**config.mk**
```make
export PLATFORM = sky130hd
export DESIGN_NAME = fifo_rd_skid
export DESIGN_NICKNAME = d
export VERILOG_FILES = /design/src/rtl/fifo_rd_skid_pkg.sv /design/src/rtl/fifo_rd_skid_buf.sv /design/src/rtl/fifo_rd_skid.sv
export SDC_FILE = /design/constraint.sdc
export NUM_CORES = 1
export LEC_CHECK = 0
export BUFFER_PORTS_ARGS = -buffer_cell sky130_fd_sc_hd__buf_2
export CORE_MARGIN = 1
export CORE_UTILIZATION = 40
export DETAILED_ROUTE_END_ITERATION = 7
export SYNTH_ARGS = -nofsm -noshare
export SYNTH_HDL_FRONTEND = slang
export SYNTH_SLANG_ARGS = --single-unit
```
**constraint.sdc**
```tcl
create_clock -name CLK -period 2.3 [get_ports CLK]
set_input_delay 0 -clock CLK [delete_from_list [all_inputs] [get_ports CLK]]
set_output_delay 0 -clock CLK [all_outputs]
set_load 0.005 [all_outputs]
```
**src/rtl/fifo_rd_skid_pkg.sv**
```systemverilog
// rtl/fifo_rd_skid_pkg.sv - shared types and constants for the FIFO read-side skid adapter
package fifo_rd_skid_pkg;

  typedef enum logic {
    WAIT = 1'b0,
    RUN  = 1'b1
  } state_e;

  localparam int SKID_DEPTH           = 2;
  localparam int CNT_W                = $clog2(SKID_DEPTH + 1);
  localparam int RSTBUSY_QUIET_CYCLES = 2;
  localparam int QUIET_W              = $clog2(RSTBUSY_QUIET_CYCLES + 1);

endpackage

```
**src/rtl/fifo_rd_skid_buf.sv**
```systemverilog
// rtl/fifo_rd_skid_buf.sv - 2-entry skid storage with head/tail slot pointers and occupancy count
module fifo_rd_skid_buf
  import fifo_rd_skid_pkg::*;
#(
  parameter int W = 64
) (
  input  logic             clk_i,
  input  logic             rst_i,
  input  logic             clear_i,
  input  logic             push_i,
  input  logic [W-1:0]     push_data_i,
  input  logic             pop_i,
  output logic [W-1:0]     head_data_o,
  output logic [CNT_W-1:0] count_o
);

  logic [W-1:0]     slot_q [SKID_DEPTH];
  logic             head_q;
  logic             tail_q;
  logic [CNT_W-1:0] count_q;
  logic [CNT_W-1:0] count_d;

  // Simultaneous push and pop leaves the occupancy untouched.
  always_comb begin
    count_d = count_q;
    if (push_i && !pop_i) begin
      count_d = count_q + CNT_W'(1);
    end else if (!push_i && pop_i) begin
      count_d = count_q - CNT_W'(1);
    end
  end

  always_ff @(posedge clk_i) begin
    if (rst_i) begin
      slot_q[0] <= '0;
      slot_q[1] <= '0;
      head_q    <= 1'b0;
      tail_q    <= 1'b0;
      count_q   <= '0;
    end else if (clear_i) begin
      head_q    <= 1'b0;
      tail_q    <= 1'b0;
      count_q   <= '0;
    end else begin
      if (push_i) begin
        slot_q[tail_q] <= push_data_i;
        tail_q         <= tail_q + 1'b1;
      end
      if (pop_i) begin
        head_q <= head_q + 1'b1;
      end
      count_q <= count_d;
    end
  end

  assign head_data_o = slot_q[head_q];
  assign count_o     = count_q;

endmodule

```
**src/rtl/fifo_rd_skid.sv**
```systemverilog
// rtl/fifo_rd_skid.sv - FWFT FIFO read adapter: reset-busy gating, 2-entry skid, valid/ready output
// Optional pop/stall counters are built when FIFO_RD_SKID_STATS_EN is defined.
module fifo_rd_skid
  import fifo_rd_skid_pkg::*;
#(
  parameter int W = 64
) (
  input  logic         CLK,
  input  logic         RST,
  input  logic [W-1:0] FIFO_DOUT,
  input  logic         FIFO_EMPTY_N,
  input  logic         FIFO_RDRSTBUSY,
  output logic         FIFO_RDEN,
  output logic [W-1:0] DEQ_DATA,
  output logic         DEQ_VALID,
  input  logic         DEQ_READY,
`ifdef FIFO_RD_SKID_STATS_EN
  output logic [31:0]  STAT_POPS,
  output logic [31:0]  STAT_STALLS,
`endif
  output logic         BUSY
);

  state_e             state_q;
  logic [QUIET_W-1:0] quiet_q;
  logic               busy_q;
  logic [CNT_W-1:0]   count;
  logic               deq;
  logic               buf_clear;

  always_ff @(posedge CLK) begin
    if (RST) begin
      state_q <= WAIT;
      quiet_q <= '0;
      busy_q  <= 1'b1;
    end else begin
      case (state_q)
        WAIT: begin
          if (FIFO_RDRSTBUSY) begin
            quiet_q <= '0;
          end else if (quiet_q == QUIET_W'(RSTBUSY_QUIET_CYCLES - 1)) begin
            state_q <= RUN;
            busy_q  <= 1'b0;
            quiet_q <= '0;
          end else begin
            quiet_q <= quiet_q + QUIET_W'(1);
          end
        end
        RUN: begin
          if (FIFO_RDRSTBUSY) begin
            state_q <= WAIT;
            busy_q  <= 1'b1;
            quiet_q <= '0;
          end
        end
        default: begin
          state_q <= WAIT;
          busy_q  <= 1'b1;
          quiet_q <= '0;
        end
      endcase
    end
  end

  // Pop uses only registered occupancy, keeping DEQ_READY out of the FIFO_RDEN path.
  assign FIFO_RDEN = (state_q == RUN) && FIFO_EMPTY_N && !FIFO_RDRSTBUSY
                     && (count < CNT_W'(SKID_DEPTH));
  assign DEQ_VALID = (count != '0);
  assign deq       = DEQ_VALID && DEQ_READY;
  assign buf_clear = (state_q != RUN) || FIFO_RDRSTBUSY;
  assign BUSY      = busy_q;

  fifo_rd_skid_buf #(
    .W (W)
  ) u_buf (
    .clk_i       (CLK),
    .rst_i       (RST),
    .clear_i     (buf_clear),
    .push_i      (FIFO_RDEN),
    .push_data_i (FIFO_DOUT),
    .pop_i       (deq),
    .head_data_o (DEQ_DATA),
    .count_o     (count)
  );

`ifdef FIFO_RD_SKID_STATS_EN
  logic [31:0] stat_pops_q;
  logic [31:0] stat_stalls_q;

  always_ff @(posedge CLK) begin
    if (RST) begin
      stat_pops_q   <= '0;
      stat_stalls_q <= '0;
    end else begin
      if (FIFO_RDEN && (stat_pops_q != 32'hFFFF_FFFF)) begin
        stat_pops_q <= stat_pops_q + 32'd1;
      end
      if (DEQ_VALID && !DEQ_READY && (stat_stalls_q != 32'hFFFF_FFFF)) begin
        stat_stalls_q <= stat_stalls_q + 32'd1;
      end
    end
  end

  assign STAT_POPS   = stat_pops_q;
  assign STAT_STALLS = stat_stalls_q;
`endif

endmodule

```
Word-level counts from Yosys, hierarchy flattened
Memories as Yosys holds them, arrays and structs flattened. A register that Yosys moved wholly into a read port is not among the register bits.
Index checks and enable logic that the tools add are counted.
- add/subtract/negate cells: 5
- order comparisons: 1
- eq/ne operators: 4
- multiplexer cells: 25
- bitwise operators: 1
- reduce and logical (&&, ||, !) cells: 15
- operator list (operator ; count):
    two-way mux 64 bit ; 1
    OR reduction 64 bit ; 1
    two-way mux 1 bit ; 16
    two-way mux 2 bit ; 5
    logical AND 1 bit ; 6
    inequality test 2 bit, second input constant ; 3
    adder 2 x 1 -> 2 bit, second input constant ; 2
    case mux 1 bit (2 select lines) ; 2
    case mux 2 bit (2 select lines) ; 1
    nonzero test 2 bit ; 2
    logical NOT 1 bit ; 3
    AND reduction 3 bit ; 1
    adder 1 bit, second input constant ; 2
    equality test 2 x 1 -> 1 bit, second input constant ; 1
    less-than comparator 2 bit, second input constant ; 1
    OR reduction 2 bit ; 1
    subtractor 2 x 1 -> 2 bit, second input constant ; 1
    logical OR 1 bit ; 1
    inverter 1 bit ; 1
- bits in registers: 8
- memory bits (writable): 128
- bits of input ports: 69
- logic and storage cells: 58
- memories kept: 1
- memory list (memory ; words ; bits a word ; read ports ; clocked after Yosys merged registers in ; wr ports ; line ; source):
    u_buf.slot_q ; 2 ; 64 ; 1 ; 1 ; 2 ; fifo_rd_skid_buf.sv:17 ; logic [W-1:0] slot_q [SKID_DEPTH];

Longest topological paths before layout
Gate-level depths: netlist (run 1).
- depth after elaboration: 9
- gate-level depth with buffers: 6
- depth with buffers taken out: 5

Cells and area by module
Synthesis (run 1) repeated with hierarchy kept, for this count alone.
- cells, all modules: 397
- area total of the unflattened synthesis: 6057.1 µm²
- modules (own cells, without submodules) (module ; times used ; cells each ; area each (µm²)):
    fifo_rd_skid_buf ; 1 ; 379 ; 5873.1
    fifo_rd_skid ; 1 ; 18 ; 183.9

Worst setup path before layout (run 1)
Ideal clock, no wire load.
- path type: reg2reg
- start point: register u_buf.count_q[1] (netlist: u_buf.count_o[1])
- end point: memory u_buf.slot_q[0][0], enable pin
- arrival time: 2.063 ns
- data required time: 1.879 ns
- setup slack: -0.184 ns
- cell stages (with the launch flop): 3
- path buffers: 0
- path through: dfxtp_1 and4bb_2 a21o_1
- RTL lines (item ; line ; source):
    start, declared ; fifo_rd_skid_buf.sv:20 ; logic [CNT_W-1:0] count_q;
    start signal, assigned ; fifo_rd_skid_buf.sv:52 ; count_q <= count_d;
    end, declared ; fifo_rd_skid_buf.sv:17 ;

==> summary.md, run 1 <==
| Metric | Value |
|---|---|
| Synth Cell Area | 0.00603 mm² |
| DR WL/cell | 15.2 µm |
| Status | finished with violations |
| Post-CTS Hold Buffers | 67 |
| Reg2reg path depth | 2 |
| Via density | 4.75 |
| First-pass GRT wire length | 20.9 mm |
| HP Class | in -> reg |
| Gr usage total | 17.7% |
| Failing checks | design-rule violations |
| RSZ-0062 raised after global routing | false |
| Minimum hold slack | 0.0216 ns |
| Critical Path Fanout Max | 64 |
| Initial antenna violation count | 0 |
| CTS Sinks | 137 |
| CP Class | reg -> reg |
| Worst-path cell chain | and4bb_2, a21o_4 |
| #FFs+latches synth | 137 |
| Fmax | 525 MHz |
| Hold path cells | 4 |
| Setup Fix Bufs, Post-CTS | 0 |
| Root Buffer | clkbuf_16 |
| Die width | 125 µm |
| Post-Syn Instances | 455 |
| # nets final | 729 |
| Via Count | 4063 |
| Slew HR | 42.9% |
| Largest net degree at the start of global routing | 69 |
| Final critical-path share of the clock period | 82.8% |
| Clock Pin Slew Worst Setup and Hold Paths | 0.06 ns |
| Setup violators final | 0 |
| Clk_lat worst skew | 0.41 ns |
| Mapped Nets | 525 |
| CTS buffer count | 17 |
| Total Power | 5.92 mW |
| Max Cap Viol | 0 |
| Dpl cells | 757 |
| I/O pins | 136 |
| Effective utilization at floorplan | 41.2% |
| Final HPWL DP | 7.89 mm |
| YS warnings | 0 |
| CTS tree | yes |
| Post-Route WL | 13.0 mm |
| FF-to-FF Start | state_q$_SDFF_PP0_ |
| R2r setup slk | 0.39 ns |
| CP startpoint kind | register |
| Maximum vdd drop | 0.442 mV |
| Critical-path top delay cell | a21o_4 |
| Worst reg2reg endpoint | u_buf.slot_q[1][53]$_SDFFCE_PN0P_ |
| TNS Setup | 0 ns |
| Max-slew violation count | 0 |
| Clock buffer depth | 2 |
| Gpl congestion | 0.701 |
| Final Hold Fails | 0 |
| Total gr overflow | 0 |
| Ant. Diodes | 0 |
| DRC viols | 16 |
| Post-CTS Resized | 0 |
| Vias in the first global route | 4274 |
| Htree depth | 4 |
| Die Area | 0.0156 mm² |
| DRT Pass-1 Iters | 6 |
| Share of cells above drive strength 1 | 36.4% |
| CP max stage delay | 0.71 ns |
| Area of the core | 0.0146 mm² |
| Critical Path Sink Type | register |
| Detail Route Antenna Nets | 0 |
| Hold EP | u_buf.head_q$_SDFFE_PP0P_ |
| Clock Skew | 0.00581 ns |
| Worst Path Required | 2.33 ns |
| Sequential share of the synthesized area | 66.7% |
| Hold path start | DEQ_READY |
| Area Growth Syn to Fin | 35.5% |
| Transition time of the tightest slew-check pin | 0.857 ns |
| Rows | 44 |
| Mean area per synthesized cell | 13.3 µm² |
| PwrDens | 724 mW/mm² |
| Worst path arrival time | 1.94 ns |
| Leakage power | 3.40 nW |
| Layout Cells excl Fill | 855 |
| Count of cell types in the netlist | 27 |
| Die Y | 125 µm |
| Input/output buffers | 135 |
| Crit path time final | 1.91 ns |
| Initial drt markers | 234 |
worst max path at each step:
stage                                       start                           endpoint  slack [ns]  depth (start not counted)
CTS                            state_q$_SDFF_PP0_  u_buf.slot_q[1][53]$_SDFFCE_PN0P_        0.37                          2
global route                   state_q$_SDFF_PP0_  u_buf.slot_q[1][47]$_SDFFCE_PN0P_        0.26                          2
finish                         state_q$_SDFF_PP0_  u_buf.slot_q[1][53]$_SDFFCE_PN0P_        0.39                          2
global placement               state_q$_SDFF_PP0_   u_buf.slot_q[1][4]$_SDFFCE_PN0P_        0.42                          2
detailed placement             state_q$_SDFF_PP0_   u_buf.slot_q[1][2]$_SDFFCE_PN0P_        0.38                          2
floorplan           u_buf.count_o[1]$_SDFFE_PP0P_   u_buf.slot_q[0][0]$_SDFFCE_PN0P_        0.37                          2
final cells by class:
type	count	area, µm²
fill	1252	6470
sequential	137	4030
multi-input combinational	286	1830
timing repair buffer	214	1490
clock buffer	18	429
tap	184	230
clock inverter	13	159
inverter	3	11.3
power by group:
group	leakage [nW]	switching, mW	total, mW	internal, mW
Combinational	1.71	0.162	0.367	0.205
Sequential	1.40	0.0214	2.82	2.80
Clock	0.291	0.949	2.73	1.78
critical path: cells and delay by family (launching register included):
family	cells	cell delay (ns)
AO/OA/AOI/OAI	1	0.71
flip-flops	1	0.43
AND/OR/NAND/NOR	1	0.35
synth_stat cells:
cell,instances,area share [%]
nor4b_1,1,0.15
a21oi_1,4,0.33
inv_1,3,0.19
edfxtp_1,128,64
a21o_1,2,0.25
or3_1,1,0.10
or2_2,1,0.10
nand2_1,2,0.12
o21ai_0,2,0.17
buf_4,1,0.12
and4bb_2,1,0.21
nor2_1,125,7.8
buf_2,13,1.1
xnor2_1,1,0.15
nand2b_4,1,0.23
nand2b_1,64,6.6
or2_1,1,0.10
nor3b_1,1,0.12
mux2_2,64,12
xor2_1,3,0.44
o21bai_1,1,0.12
buf_6,7,1.3
nor3_1,9,0.75
nand4bb_1,1,0.19
clkbuf_1,8,0.50
dfxtp_1,9,3.0
ha_1,1,0.21
flip-flops by register name, indices dropped and copies added, names as in the netlist, named ones only:
register / cells
u_buf.count_o: 2
u_buf.head_q: 1
u_buf.slot_q: 128
state_q: 1
u_buf.tail_q: 1
quiet_q: 2
BUSY: 1
placed cells by master (no fill, tap or decap), types with 2 or more instances in the layout:
| cell | count |
|---|---|
| buf_2 | 135 |
| edfxtp_1 | 128 |
| nor2_1 | 125 |
| dlygate4sd3_1 | 67 |
| mux2_2 | 64 |
| nand2b_1 | 64 |
| clkbuf_16 | 17 |
| nor3_1 | 9 |
| buf_4 | 8 |
| dfxtp_1 | 7 |
| clkinv_1 | 5 |
| a21oi_1 | 4 |
| clkinv_2 | 4 |
| bufinv_16 | 4 |
| buf_12 | 4 |
| inv_1 | 3 |
| xor2_1 | 3 |
| o21ai_0 | 2 |
| or2_2 | 2 |
| a21o_4 | 2 |
| nand2_1 | 2 |
stage by stage:
| step | area (µm²) | setup WS (ns) | util, % |
|---|---|---|---|
| 2_1_floorplan | 6030 | 0.367 | - |
| 3_3_place_gp | 6920 | 0.420 | 47.2 |
| 3_5_place_dp | 6920 | 0.381 | 47.2 |
| 4_1_cts | 8180 | 0.368 | 55.8 |
| 5_1_grt | 8180 | 0.255 | 55.8 |
| 6_report | 8180 | 0.395 | 55.8 |
kinds of logic after synthesis:
group	Yosys count	synth area share, %
buffers and inverters	32	3.19
XOR/XNOR	4	0.581
AND/OR/NAND/NOR	208	16.5
multiplexers	64	11.9
flip-flops	137	66.7
AO/OA/AOI/OAI	9	0.871
adder cells (fa/ha/maj)	1	0.207
routing by layer:
metal	vias to the layer above	track usage [%]	share of wire (%)
met4	0	7.48	1.9
met2	91	31.4	51
li1	1994	-	-
met1	1959	20.2	43
met3	19	4.21	4.2
met5	-	0	0
(Power assumes the default switching activity.)
==> run 2, diff against run 1 <==
==> constraint.sdc (replaced) <==
create_clock -name CLK -period 1.87 [get_ports CLK]
set_input_delay 0 -clock CLK [delete_from_list [all_inputs] [get_ports CLK]]
set_output_delay 0 -clock CLK [all_outputs]
set_load 0.005 [all_outputs]
==> summary.md, run 2 (synthesis gave the netlist of run 1 again) <==
| Metric | Value |
|---|---|
| Worst path arrival time | 1.70 ns |
| Detail Route Antenna Nets | 0 |
| Share of cells above drive strength 1 | 37.5% |
| Leakage power | 3.40 nW |
| Initial antenna violation count | 0 |
| CTS tree | yes |
| PwrDens | 865 mW/mm² |
| Worst Path Required | 1.87 ns |
| Clock buffer depth | 2 |
| Die Area | 0.0156 mm² |
| DRT Pass-1 Iters | 6 |
| Min setup slack post-route | 0.172 ns |
| Final HPWL DP | 8.23 mm |
| Gr usage total | 18.0% |
| Reg2reg path depth | 5 |
| Hold path start | DEQ_READY |
| Max FFs per register | 128 |
| Layout Cells excl Fill | 861 |
| Initial drt markers | 333 |
| Die width | 125 µm |
| Final Hold Fails | 0 |
| Slew HR | 65.5% |
| Most common cell after layout, fill and taps aside | buf_2 |
| Setup Fix Bufs, Post-CTS | 0 |
| Total gr overflow | 0 |
| FF-to-FF Start | state_q$_SDFF_PP0_ |
| Gpl congestion | 0.689 |
| Post-Route WL | 13.3 mm |
| Area Growth Syn to Fin | 36.1% |
| DRC viols | 15 |
| Dpl cells | 763 |
| Hold path cells | 4 |
| Minimum hold slack | 0.0361 ns |
| Worst reg2reg endpoint | u_buf.slot_q[1][56]$_SDFFCE_PN0P_ |
| Area of the core | 0.0146 mm² |
| Setup violators final | 0 |
| DR WL/cell | 15.4 µm |
| Max-slew violation count | 0 |
| Via density | 4.78 |
| Failing checks | design-rule violations |
| Effective utilization at floorplan | 41.2% |
| Design area | 0.00821 mm² |
| Transition time of the tightest slew-check pin | 0.518 ns |
| HP Class | in -> reg |
| Rows | 44 |
| Fmax | 589 MHz |
| Dpl ws | 0.214 ns |
| R2r setup slk | 0.18 ns |
| # nets final | 734 |
| Hold EP | u_buf.head_q$_SDFFE_PP0P_ |
| CP Class | reg -> out |
| Crit path time final | 1.70 ns |
| CTS Sinks | 137 |
| Clk_lat worst skew | 0.41 ns |
| Ant. Diodes | 0 |
| Max Cap Viol | 0 |
| Die Y | 125 µm |
| Via Count | 4113 |
| Input/output buffers | 135 |
| First-pass GRT wire length | 21.4 mm |
| TNS Setup | 0 ns |
| Maximum vdd drop | 0.620 mV |
| Status | finished with violations |
| Root Buffer | clkbuf_16 |
| Vias in the first global route | 4376 |
| Final critical-path share of the clock period | 90.8% |
| CP startpoint kind | register |
| Highest-count cells in the layout ignoring fill and taps | buf_2, edfxtp_1, nor2_1 |
| Clock Pin Slew Worst Setup and Hold Paths | 0.06 ns |
| RSZ-0062 raised after global routing | false |
| CTS buffer count | 17 |
| Clock Skew | 0.00843 ns |
| Post-CTS Resized | 0 |
| Placed Area | 0.00699 mm² |
| I/O pins | 136 |
| Htree depth | 4 |
| Largest net degree at the start of global routing | 58 |
| Critical Path Sink Type | output port |
| Most flops, register | u_buf.slot_q |
| Post-CTS Hold Buffers | 66 |
| Critical Path Fanout Max | 16 |
-- run 2: cell count changes in the layout (fill, tap and decap cells not counted), moves of 2 or more --
| cell | before | now |
|---|---|---|
| buf_12 | 4 | 6 |
| buf_4 | 8 | 12 |
| bufinv_16 | 4 | 2 |
| clkinv_1 | 5 | 2 |
| clkinvlp_4 | 0 | 4 |
-- run 2: layout make-up --
class	count	area, µm²
fill	1259	6440
sequential	137	4030
multi-input combinational	286	1830
timing repair buffer	219	1550
clock buffer	18	429
tap	184	230
clock inverter	14	131
inverter	3	11.3
-- run 2: worst max-delay path by stage --
stage,start,slack [ns],end
after floorplan,u_buf.count_o[1]$_SDFFE_PP0P_,-0.06,u_buf.slot_q[0][0]$_SDFFCE_PN0P_
after global placement,state_q$_SDFF_PP0_,0.30,u_buf.slot_q[1][50]$_SDFFCE_PN0P_
after detailed placement,state_q$_SDFF_PP0_,0.21,u_buf.count_o[1]$_SDFFE_PP0P_
after CTS,register,0.14,DEQ_DATA[38]
after global routing,state_q$_SDFF_PP0_,0.06,u_buf.slot_q[1][14]$_SDFFCE_PN0P_
final,register,0.17,DEQ_DATA[38]
-- run 2: critical path, cell delays in order (launching register included) --
cell     delay, ns
dfxtp_4       0.47
buf_4         0.29
mux2_2        0.39
buf_2         0.13
-- run 2: per-layer routing --
metal | vias up | GRT usage (%) | routed length (µm)
met1 | 2007 | 21.6 | 5750
met5 | - | 0 | 0
li1 | 1995 | - | -
met2 | 98 | 31.6 | 6840
met4 | 0 | 6.61 | 173
met3 | 13 | 3.91 | 493
-- run 2: per-stage QoR --
stage	power (mW)	util [%]
floorplan	3.69	-
global placement	3.90	47.7
detailed placement	3.90	47.7
CTS	7.15	56.0
global route	7.31	56.0
finish	7.10	56.0
-- run 2: where the power goes --
| group | internal (mW) | leakage, nW | switching (mW) | total (mW) |
|---|---|---|---|---|
| combinational | 0.265 | 1.74 | 0.207 | 0.472 |
| sequential | 3.44 | 1.40 | 0.0261 | 3.47 |
| clock | 1.94 | 0.267 | 1.22 | 3.16 |
==> run 3, diff against run 2 <==
--- a/config.mk
+++ b/config.mk
@@ -6,6 +6,7 @@
 export NUM_CORES = 1
 export LEC_CHECK = 0
 export BUFFER_PORTS_ARGS = -buffer_cell sky130_fd_sc_hd__buf_2
+export CORE_ASPECT_RATIO = 0.8
 export CORE_MARGIN = 1
 export CORE_UTILIZATION = 40
 export DETAILED_ROUTE_END_ITERATION = 7
==> summary.md, run 3 (synthesis gave the netlist of run 1 again) <==
| Metric | Value |
|---|---|
| Layout Cells excl Fill | 860 |
| Fmax | 608 MHz |
| CP Class | reg -> reg |
| Most flops, register | u_buf.slot_q |
| Gpl congestion | 0.740 |
| CTS tree | yes |
| Crit path time final | 1.65 ns |
| Clock Skew | 0.00741 ns |
| Area Growth Syn to Fin | 35.2% |
| Worst Path Required | 2.13 ns |
| Worst path arrival time | 1.91 ns |
| Share of cells above drive strength 1 | 36.4% |
| Transition time of the tightest slew-check pin | 0.499 ns |
| Final HPWL DP | 7.96 mm |
| Final critical-path share of the clock period | 88.0% |
| Post-CTS Resized | 0 |
| Die width | 139 µm |
| Input/output buffers | 135 |
| Critical Path Sink Type | register |
| FF-to-FF Start | state_q$_SDFF_PP0_ |
| Final Util | 56.3% |
| Setup violators final | 0 |
| Root Buffer | clkbuf_16 |
| Htree depth | 4 |
| Final Hold Fails | 0 |
| Max Cap Viol | 0 |
| Leakage power | 3.39 nW |
| Initial drt markers | 258 |
| I/O pins | 136 |
| Vias in the first global route | 4218 |
| Clock buffer depth | 2 |
| DR WL/cell | 15.4 µm |
| Hold path cells | 3 |
| Largest net degree at the start of global routing | 54 |
| Highest-count cells in the layout ignoring fill and taps | buf_2, edfxtp_1, nor2_1 |
| Most common cell after layout, fill and taps aside | buf_2 |
| Dpl ws | 0.247 ns |
| DRC viols | 0 |
| Detail Route Antenna Nets | 0 |
| Worst reg2reg endpoint | u_buf.slot_q[1][26]$_SDFFCE_PN0P_ |
| Minimum hold slack | 0.172 ns |
| Effective utilization at floorplan | 41.6% |
| Clock Pin Slew Worst Setup and Hold Paths | 0.05 ns |
| First-pass GRT wire length | 21.2 mm |
| Area of the core | 0.0145 mm² |
| CP startpoint kind | register |
| Reg2reg path depth | 4 |
| Hold path start | FIFO_EMPTY_N |
| Max-slew violation count | 0 |
| Die Y | 112 µm |
| Max FFs per register | 128 |
| Ant. Diodes | 0 |
| Design area | 0.00816 mm² |
| R2r setup slk | 0.22 ns |
| Slew HR | 66.7% |
| PwrDens | 857 mW/mm² |
| Via density | 4.80 |
| # nets final | 733 |
| Initial antenna violation count | 0 |
| Placed Area | 0.00694 mm² |
| Setup Fix Bufs, Post-CTS | 0 |
| Rows | 39 |
| Dpl cells | 761 |
| Critical Path Fanout Max | 36 |
| Total gr overflow | 0 |
| Maximum vdd drop | 0.602 mV |
| DRT Pass-1 Iters | 4 |
| Status | completed |
| Post-Route WL | 13.2 mm |
| Clk_lat worst skew | 0.41 ns |
| CTS buffer count | 17 |
| CTS Sinks | 137 |
| HP Class | in -> reg |
| Die Area | 0.0156 mm² |
| Gr usage total | 18.1% |
| Min setup slack post-route | 0.225 ns |
| RSZ-0062 raised after global routing | false |
| Via Count | 4132 |
| Hold EP | u_buf.slot_q[0][21]$_SDFFCE_PN0P_ |
run 3: changes by cell type in the layout (fill, tap and decap cells not counted), sizes merged:
cell,delta
bufinv,-1
clkbuf,+11
clkinvlp,-4
inv,-1
buf,-2
clkinv,-5
dlygate4sd3,+1
run 3: worst max-delay path by stage:
stage                                         to  slack [ns]                           from
6_report       u_buf.slot_q[1][26]$_SDFFCE_PN0P_        0.22             state_q$_SDFF_PP0_
5_1_grt        u_buf.slot_q[1][42]$_SDFFCE_PN0P_        0.08             state_q$_SDFF_PP0_
4_1_cts        u_buf.slot_q[1][27]$_SDFFCE_PN0P_        0.23             state_q$_SDFF_PP0_
3_5_place_dp   u_buf.slot_q[0][41]$_SDFFCE_PN0P_        0.25             state_q$_SDFF_PP0_
3_3_place_gp   u_buf.slot_q[0][41]$_SDFFCE_PN0P_        0.29             state_q$_SDFF_PP0_
2_1_floorplan   u_buf.slot_q[0][0]$_SDFFCE_PN0P_       -0.06  u_buf.count_o[1]$_SDFFE_PP0P_
run 3: worst max-delay path: stages, from the launching register on:
cell and delay [ns]:
dfxtp_1 0.42, nand4bb_1 0.27, or2_2 0.37, buf_4 0.27
nor2_1 0.16
run 3: per-stage QoR:
| stage | setup TNS (ns) | power, mW |
|---|---|---|
| floorplan | -8.00 | 3.69 |
| finish | 0 | 6.99 |
| detailed placement | 0 | 3.89 |
| global route | 0 | 7.23 |
| global placement | 0 | 3.88 |
| CTS | 0 | 7.05 |
run 3: layout make-up:
cell class | count | area, µm²
multi-input combinational | 286 | 1820
timing repair buffer | 218 | 1530
sequential | 137 | 4030
clock inverter | 3 | 40.0
fill | 1252 | 6340
clock buffer | 29 | 500
tap | 184 | 230
inverter | 3 | 11.3
run 3: power by group:
group	total, mW	switching [mW]	internal (mW)	leakage, nW
Clock	3.05	1.12	1.93	0.264
Sequential	3.47	0.0256	3.45	1.40
Combinational	0.462	0.205	0.257	1.73
run 3: what timing repair did:
item                                   CTS  global route
setup endpoints to repair                0             0
endpoints found under the hold margin  130             0
hold buffers                            67             0
run 3: layer usage:
layer  vias up  track usage (%)  routed length (µm)
met2       126             29.4                6300
met4         0             6.22                 129
met1      2002             23.1                6010
met3        11             5.33                 774
met5         -                0                   0
li1       1993                -                   -
